$ cat src/rtl/memory_arbiter.sv
// memory_arbiter: shares one single-port memory between fetch and data requesters with fixed wait states.
// Optional MEM_ARBITER_FAIR_EN: a pending fetch wins the arbitration that follows each data access.
module memory_arbiter #(
    parameter int ADDR_WIDTH  = 32,
    parameter int DATA_WIDTH  = 32,
    parameter int WAIT_STATES = 3
) (
    input  logic                  i_Clock,
    input  logic                  i_Reset,
    input  logic                  i_Inst_Req,
    input  logic [ADDR_WIDTH-1:0] i_Inst_Address,
    output logic [DATA_WIDTH-1:0] o_Inst_Data,
    output logic                  o_Inst_Ready,
    input  logic                  i_Data_Read_Enable,
    input  logic                  i_Data_Write_Enable,
    input  logic [ADDR_WIDTH-1:0] i_Data_Address,
    input  logic [DATA_WIDTH-1:0] i_Data_Write_Data,
    output logic [DATA_WIDTH-1:0] o_Data_Read_Data,
    output logic                  o_Data_Ready,
    output logic                  o_Freeze,
    output logic [ADDR_WIDTH-1:0] o_Mem_Address,
    output logic [DATA_WIDTH-1:0] o_Mem_Write_Data,
    output logic                  o_Mem_Read_Enable,
    output logic                  o_Mem_Write_Enable,
    input  logic [DATA_WIDTH-1:0] i_Mem_Read_Data
);
    localparam logic [1:0] IDLE = 2'd0;
    localparam logic [1:0] BUSY = 2'd1;
    localparam logic [1:0] DONE = 2'd2;
    localparam logic [3:0] LAST = 4'(WAIT_STATES - 1);

    logic [1:0] state;
    logic [3:0] count;
    logic       grant_data;
    logic       grant_write;
    logic       data_req;
    logic       pick_data;
    logic       pick_write;

    assign data_req = i_Data_Read_Enable | i_Data_Write_Enable;
`ifdef MEM_ARBITER_FAIR_EN
    logic last_data;
    // A fetch waiting behind a completed data access gets the next slot.
    assign pick_data = data_req & ~(last_data & i_Inst_Req);
`else
    assign pick_data = data_req;
`endif
    assign pick_write = pick_data & i_Data_Write_Enable;
    assign o_Freeze   = data_req & ~o_Data_Ready;

    always_ff @(posedge i_Clock) begin
        if (i_Reset) begin
            state              <= IDLE;
            count              <= '0;
            grant_data         <= 1'b0;
            grant_write        <= 1'b0;
            o_Inst_Data        <= '0;
            o_Inst_Ready       <= 1'b0;
            o_Data_Read_Data   <= '0;
            o_Data_Ready       <= 1'b0;
            o_Mem_Address      <= '0;
            o_Mem_Write_Data   <= '0;
            o_Mem_Read_Enable  <= 1'b0;
            o_Mem_Write_Enable <= 1'b0;
`ifdef MEM_ARBITER_FAIR_EN
            last_data          <= 1'b0;
`endif
        end else begin
            case (state)
                IDLE: begin
                    if (pick_data | i_Inst_Req) begin
                        grant_data         <= pick_data;
                        grant_write        <= pick_write;
                        o_Mem_Address      <= pick_data ? i_Data_Address : i_Inst_Address;
                        o_Mem_Write_Data   <= pick_write ? i_Data_Write_Data : o_Mem_Write_Data;
                        o_Mem_Write_Enable <= pick_write;
                        o_Mem_Read_Enable  <= ~pick_write;
                        count              <= '0;
                        state              <= BUSY;
                    end
                end
                BUSY: begin
                    if (count == LAST) begin
                        o_Data_Read_Data   <= (grant_data & ~grant_write) ? i_Mem_Read_Data : o_Data_Read_Data;
                        o_Inst_Data        <= grant_data ? o_Inst_Data : i_Mem_Read_Data;
                        o_Mem_Read_Enable  <= 1'b0;
                        o_Mem_Write_Enable <= 1'b0;
                        o_Data_Ready       <= grant_data;
                        o_Inst_Ready       <= ~grant_data;
`ifdef MEM_ARBITER_FAIR_EN
                        last_data          <= grant_data;
`endif
                        state              <= DONE;
                    end else begin
                        count <= count + 4'd1;
                    end
                end
                DONE: begin
                    o_Data_Ready <= 1'b0;
                    o_Inst_Ready <= 1'b0;
                    state        <= IDLE;
                end
                default: state <= IDLE;
            endcase
        end
    end
endmodule

$ cat config.mk
export PLATFORM = sky130hd
export DESIGN_NAME = memory_arbiter
export DESIGN_NICKNAME = d
export VERILOG_FILES = /design/src/rtl/memory_arbiter.sv
export SDC_FILE = /design/constraint.sdc
export NUM_CORES = 1
export LEC_CHECK = 0
export BUFFER_PORTS_ARGS = -buffer_cell sky130_fd_sc_hd__buf_4
export CAP_MARGIN = 30
export CORE_MARGIN = 2
export CORE_UTILIZATION = 49
export DETAILED_ROUTE_END_ITERATION = 6
export PLACE_DENSITY = 0.85
export SLEW_MARGIN = 20
export SYNTH_ARGS = -nofsm -noshare
export SYNTH_HDL_FRONTEND = slang
export SYNTH_SLANG_ARGS = --single-unit
export TNS_END_PERCENT = 1
$ cat constraint.sdc
create_clock -name i_Clock -period 4.75 [get_ports i_Clock]
set_input_delay 0.7125 -clock i_Clock [delete_from_list [all_inputs] [get_ports i_Clock]]
set_output_delay 0.7125 -clock i_Clock [all_outputs]
set_load 0.01 [all_outputs]
# Word level (Yosys, flattened, before mapping)
# Index checks and enable logic that the tools add are counted.
[word_totals]
input_bits = 133
regBits = 140
[op_classes]
n_bitwise = 9
add_sub_neg = 1
eq_ne = 6
mux = 16
reduce_logical = 11
[ops]
columns = ["cell", "count"]
rows = [
  ["32-bit 2-to-1 mux", 1],
  ["3-bit AND reduction", 5],
  ["4-bit 2-to-1 mux", 2],
  ["1-bit case mux with 2 select lines", 4],
  ["4-bit case mux with 2 select lines", 1],
  ["2-bit != test, second input constant", 3],
  ["2-bit AND reduction", 3],
  ["1-bit 2-to-1 mux", 5],
  ["4-bit by 1-bit adder with 4-bit output, second input constant", 1],
  ["4-bit by 2-bit == test with 1-bit output, second input constant", 1],
  ["2-bit 2-to-1 mux", 2],
  ["1-bit inverter", 4],
  ["2-bit case mux with 2 select lines", 1],
  ["2-bit nonzero test", 2],
  ["1-bit bitwise AND", 3],
  ["2-bit by 1-bit == test with 1-bit output, second input constant", 1],
  ["2-bit == test, second input constant", 1],
  ["2-bit logical NOT", 1],
  ["1-bit bitwise OR", 2],
]

# Logic depth before layout (Yosys ltp)
[logic_depth]
word_depth = 5
ltp_mapped = 8

# Least setup slack after synthesis
# No wires, ideal clock.
[synth_path]
kind = "input to output"
start = "input i_Data_Write_Enable"
end = "output o_Freeze"
slack_ns = 2.690
stages = 3
arrival_ns = 1.348
path_cell_list = "nor2_1 clkbuf_1 nor2_1"
[synth_via]
elab_chain_len = 2
[synth_rtl]
columns = ["item", "line", "text"]
rows = [
  ["start, declared", "15", "input logic i_Data_Write_Enable,"],
  ["1-bit bitwise OR", "40", "assign data_req = i_Data_Read_Enable | i_Data_Write_Enable;"],
  ["1-bit bitwise AND", "49", "assign o_Freeze = data_req & ~o_Data_Ready;"],
  ["end, declared", "20", "output logic o_Freeze,"],
]
# No other way between the ends.

# Final worst setup path
[layout_path]
start = "register state[0]"
end = "register o_Data_Read_Data[23]"
[layout_via]
elab_chain_len = 2
[layout_rtl]
columns = ["item", "line", "text"]
rows = [
  ["start, declared", "32", "logic [1:0] state;"],
  ["start signal, assigned", "53", "state <= IDLE;"],
  ["start signal, assigned", "79", "state <= BUSY;"],
  ["start signal, assigned", "93", "state <= DONE;"],
  ["2-bit by 1-bit == test with 1-bit output", "69", "case (state)"],
  ["3-bit AND reduction (no source line)", "n/a", ""],
  ["end signal, assigned", "84", "o_Data_Read_Data <= (grant_data & ~grant_write) ? i_Mem_Read_Data : o_Data_Read_Data;"],
  ["end, declared", "18", "output logic [DATA_WIDTH-1:0] o_Data_Read_Data,"],
]
# No other way between the ends.
# A chain may end at the register's enable or synchronous reset.

==> impl_metrics.csv <==
group,metric,value,unit
synthesis,syn_area,5199,um^2
sta,slew_headroom,46.56,%
power_and_ir_drop,switchingPower,0.0006932,W
synthesis,synth.most_common_cell,"nand2_1",
grt,overflow,0,
grt,busiest_layer,"met2",
route,vias,5531,
power_and_ir_drop,powerDensity,384.1,nW/um^2
place,dp_hpwl,11010,um
critical_path,crit_path_end_kind,"register",
grt,grt_pass1_wl,24240,um
route,drtPass1Iterations,6,
floorplanning,num_io_pins,266,
clocking,cts.sinks,140,
min_path,min_path_type,"input port to register",
synthesis,syn_nets,799,
synthesis,ys_seq_area_share,53.91,%
power_and_ir_drop,combPwrFrac,12.3,%
clocking,cts_hold_buffers,0,
route,wirelength,15550,um
cells_and_area,insertedDiodeCount,0,
synthesis,yosysTopAreaCell,"dfxtp_1",
clocking,ctsResizeCount,0,
grt,grt_pass1_vias,5260,
power_and_ir_drop,leakage,3.474,nW
synthesis,ys.flop_type,"dfxtp_1",
floorplanning,row_count,37,
synthesis,synthSimpleGateAreaFrac,25.10,%
grt,antenna_found_initial,0,
grt,use_met3,6.444,%
place,postPlaceCellArea,7262,um^2
synthesis,synth_top_family_by_area,"simple AND/OR/NAND/NOR gates",
synthesis,netlist_instances,664,
sta,slew_viol_final,0,
floorplanning,start_util,50.36,%
critical_path,critPathMaxFanout,21,
clocking,postCtsSetupBuffers,0,
run_status,status,"finished clean",
clocking,cts.clk_slew.worst_paths,60,ps
sta,rsz0062_at_grt,"no",
floorplanning,die_area,11450,um^2
synthesis,synth_fa_ha_area_share,0.4813,%
sta,tns,0,ps
clocking,cts_tree,"done",
synthesis,synth_top_area_share,53.91,%
sta,hold_viol_final,0,
power_and_ir_drop,p_seq_share,41.5,%
floorplanning,die_h,107.0,um
critical_path,arrival,2680,ps
grt,gr-usage-met1,29.80,%
floorplanning,die_w,107.0,um
grt,grt_use_met2,47.54,%
synthesis,synth_commonest_cells,"259 x nand2_1, 140 x dfxtp_1, 102 x a21oi_1, 44 x nor2_1, 34 x clkbuf_1",
synthesis,ys_ff_latch,140,
sta,fmax,435.3,MHz
sta,min_period,2297,ps
critical_path,crit_type,"register to register",
cells_and_area,final_cells,1056,
sta,post-route-period-util,48.37,%
floorplanning,fp.coreArea,10320,um^2
cells_and_area,layout.nets,1043,
synthesis,async_flop_share,0,%
power_and_ir_drop,intPower,0.002351,W
synthesis,yosys-top-cells-area,"dfxtp_1 54%, nand2_1 19%, a21oi_1 9.8%",
sta,max_slew.worst_pin.slew,801.7,ps
power_and_ir_drop,swShare,22.77,%
grt,grt_use_total,26.81,%
synthesis,synth_mux_area_share,0,%
flow_run,max_cap_viol_count,0,
route,first_iter_violations,429,
synthesis,synth_xor_area_share,0,%
synthesis,yosysWarnings,0,
power_and_ir_drop,clkPwrFrac,46.1,%
cells_and_area,drive_gt1_share,33.80,%
power_and_ir_drop,vdd.ir_drop.worst,0.0002424,V
route,drc_errors,0,
sta,skew,7.924,ps
route,antenna_left,0,
synthesis,synth_edf_count,0,
clocking,clk_latency,510,ps
synthesis,syn_avg_cell_area,7.829,um^2
place,io_buffer_count,265,
cells_and_area,stdcell_area,7925,um^2
clocking,htreeDepth,4,
clocking,cts_root_buf,"clkbuf_8",
synthesis,yosysUniqueCellTypes,29,
route,vias_per_cell,5.238,
place,place.gp.congestion,0.7962,
critical_path,cp-start-kind,"register",
clocking,clock_path_buffers,2,
synthesis,synth-compound-area-share,16.10,%
place,place_inst,1024,
cells_and_area,areaGrowthSynthToFinish,52.44,%
critical_path,required,5140,ps
clocking,cts_made_buffers,17,
sta,setup_viol,0,
grt,grt_start_max_net_pins,100,
route,wl_per_cell,14.72,um
final timing paths:
check                                      startpoint                   end  slack (ps)  cells after the start
worst max-delay path                         state[0]  o_Data_Read_Data[23]        2450                      5
worst min-delay path            i_Data_Write_Data[29]  o_Mem_Write_Data[29]         440                      3
worst max register to register               state[0]  o_Data_Read_Data[23]        2450                      5
worst min register to register   o_Mem_Write_Data[10]  o_Mem_Write_Data[10]         460                      2
kinds of logic (layout without fill, tap and decap cells):
logic type               after synthesis  in the layout
AO/OA/AOI/OAI                        141            141
adder cells (fa/ha/maj)                2              2
buffers and inverters                 52            308
flip-flops                           140            140
AND/OR/NAND/NOR                      329            329
metal layers:
layer,vias to the layer above,wire length (um)
li1,2691,-
met1,2520,5718
met2,276,7998
met3,44,1283
met4,0,544
met5,-,0
state kept, by name, summed over array words and instances (netlist names), 2 cells and up:
| register | flops |
|---|---|
| count | 4 |
| o_Data_Read_Data | 32 |
| o_Inst_Data | 32 |
| o_Mem_Address | 32 |
| o_Mem_Write_Data | 32 |
| state | 2 |
critical path: stages, from the launching register on:
cell and delay, ps:
dfxtp_1 420, or3b_1 470, or4_1 830, buf_6 310, nand2_1 80, a21oi_1 70
placed cells by master, fill, tap and decap left out, types with 3 or more instances in the layout:
master,instances
bufinv_16,5
clkbuf_8,3
clkbuf_16,16
buf_4,270
dfxtp_1,140
nand3_1,7
nor2_1,43
clkinv_2,3
nor3_1,3
nand2b_1,4
a311oi_1,32
nand2_1,259
a21oi_1,102
metrics by stage:
step / total power, W / util [%] / setup slack [ps] / hold WS, ps
finish: 0.003044 / 76.77 / 2453 / 440.4
global route: 0.003166 / 76.77 / 2340 / 427.3
CTS: 0.003060 / 76.50 / 2433 / 423.0
detailed placement: 0.001661 / 70.34 / 2098 / 447.8
global placement: 0.001638 / 69.68 / 1956 / 441.7
floorplan: 0.001448 / - / 2690 / 460.1
cell type report:
class,count,area (um^2)
inverters,2,7.507
clock inverters,11,190.2
flip-flops and latches,140,2803
well taps,136,170.2
repair buffers,275,2123
multi-input cells,472,2186
clock buffers,20,445.4
fillers,740,2399
power groups by stage:
stage / sequential (W) / combinational (W) / clock [W]
2_1_floorplan: 0.00131 / 0.000140 / 0
4_1_cts: 0.00126 / 0.000373 / 0.00142
6_report: 0.00126 / 0.000375 / 0.00140
3_5_place_dp: 0.00129 / 0.000372 / 0
5_1_grt: 0.00127 / 0.000410 / 0.00149
3_3_place_gp: 0.00129 / 0.000352 / 0
Power figures use the tool's default switching activity.
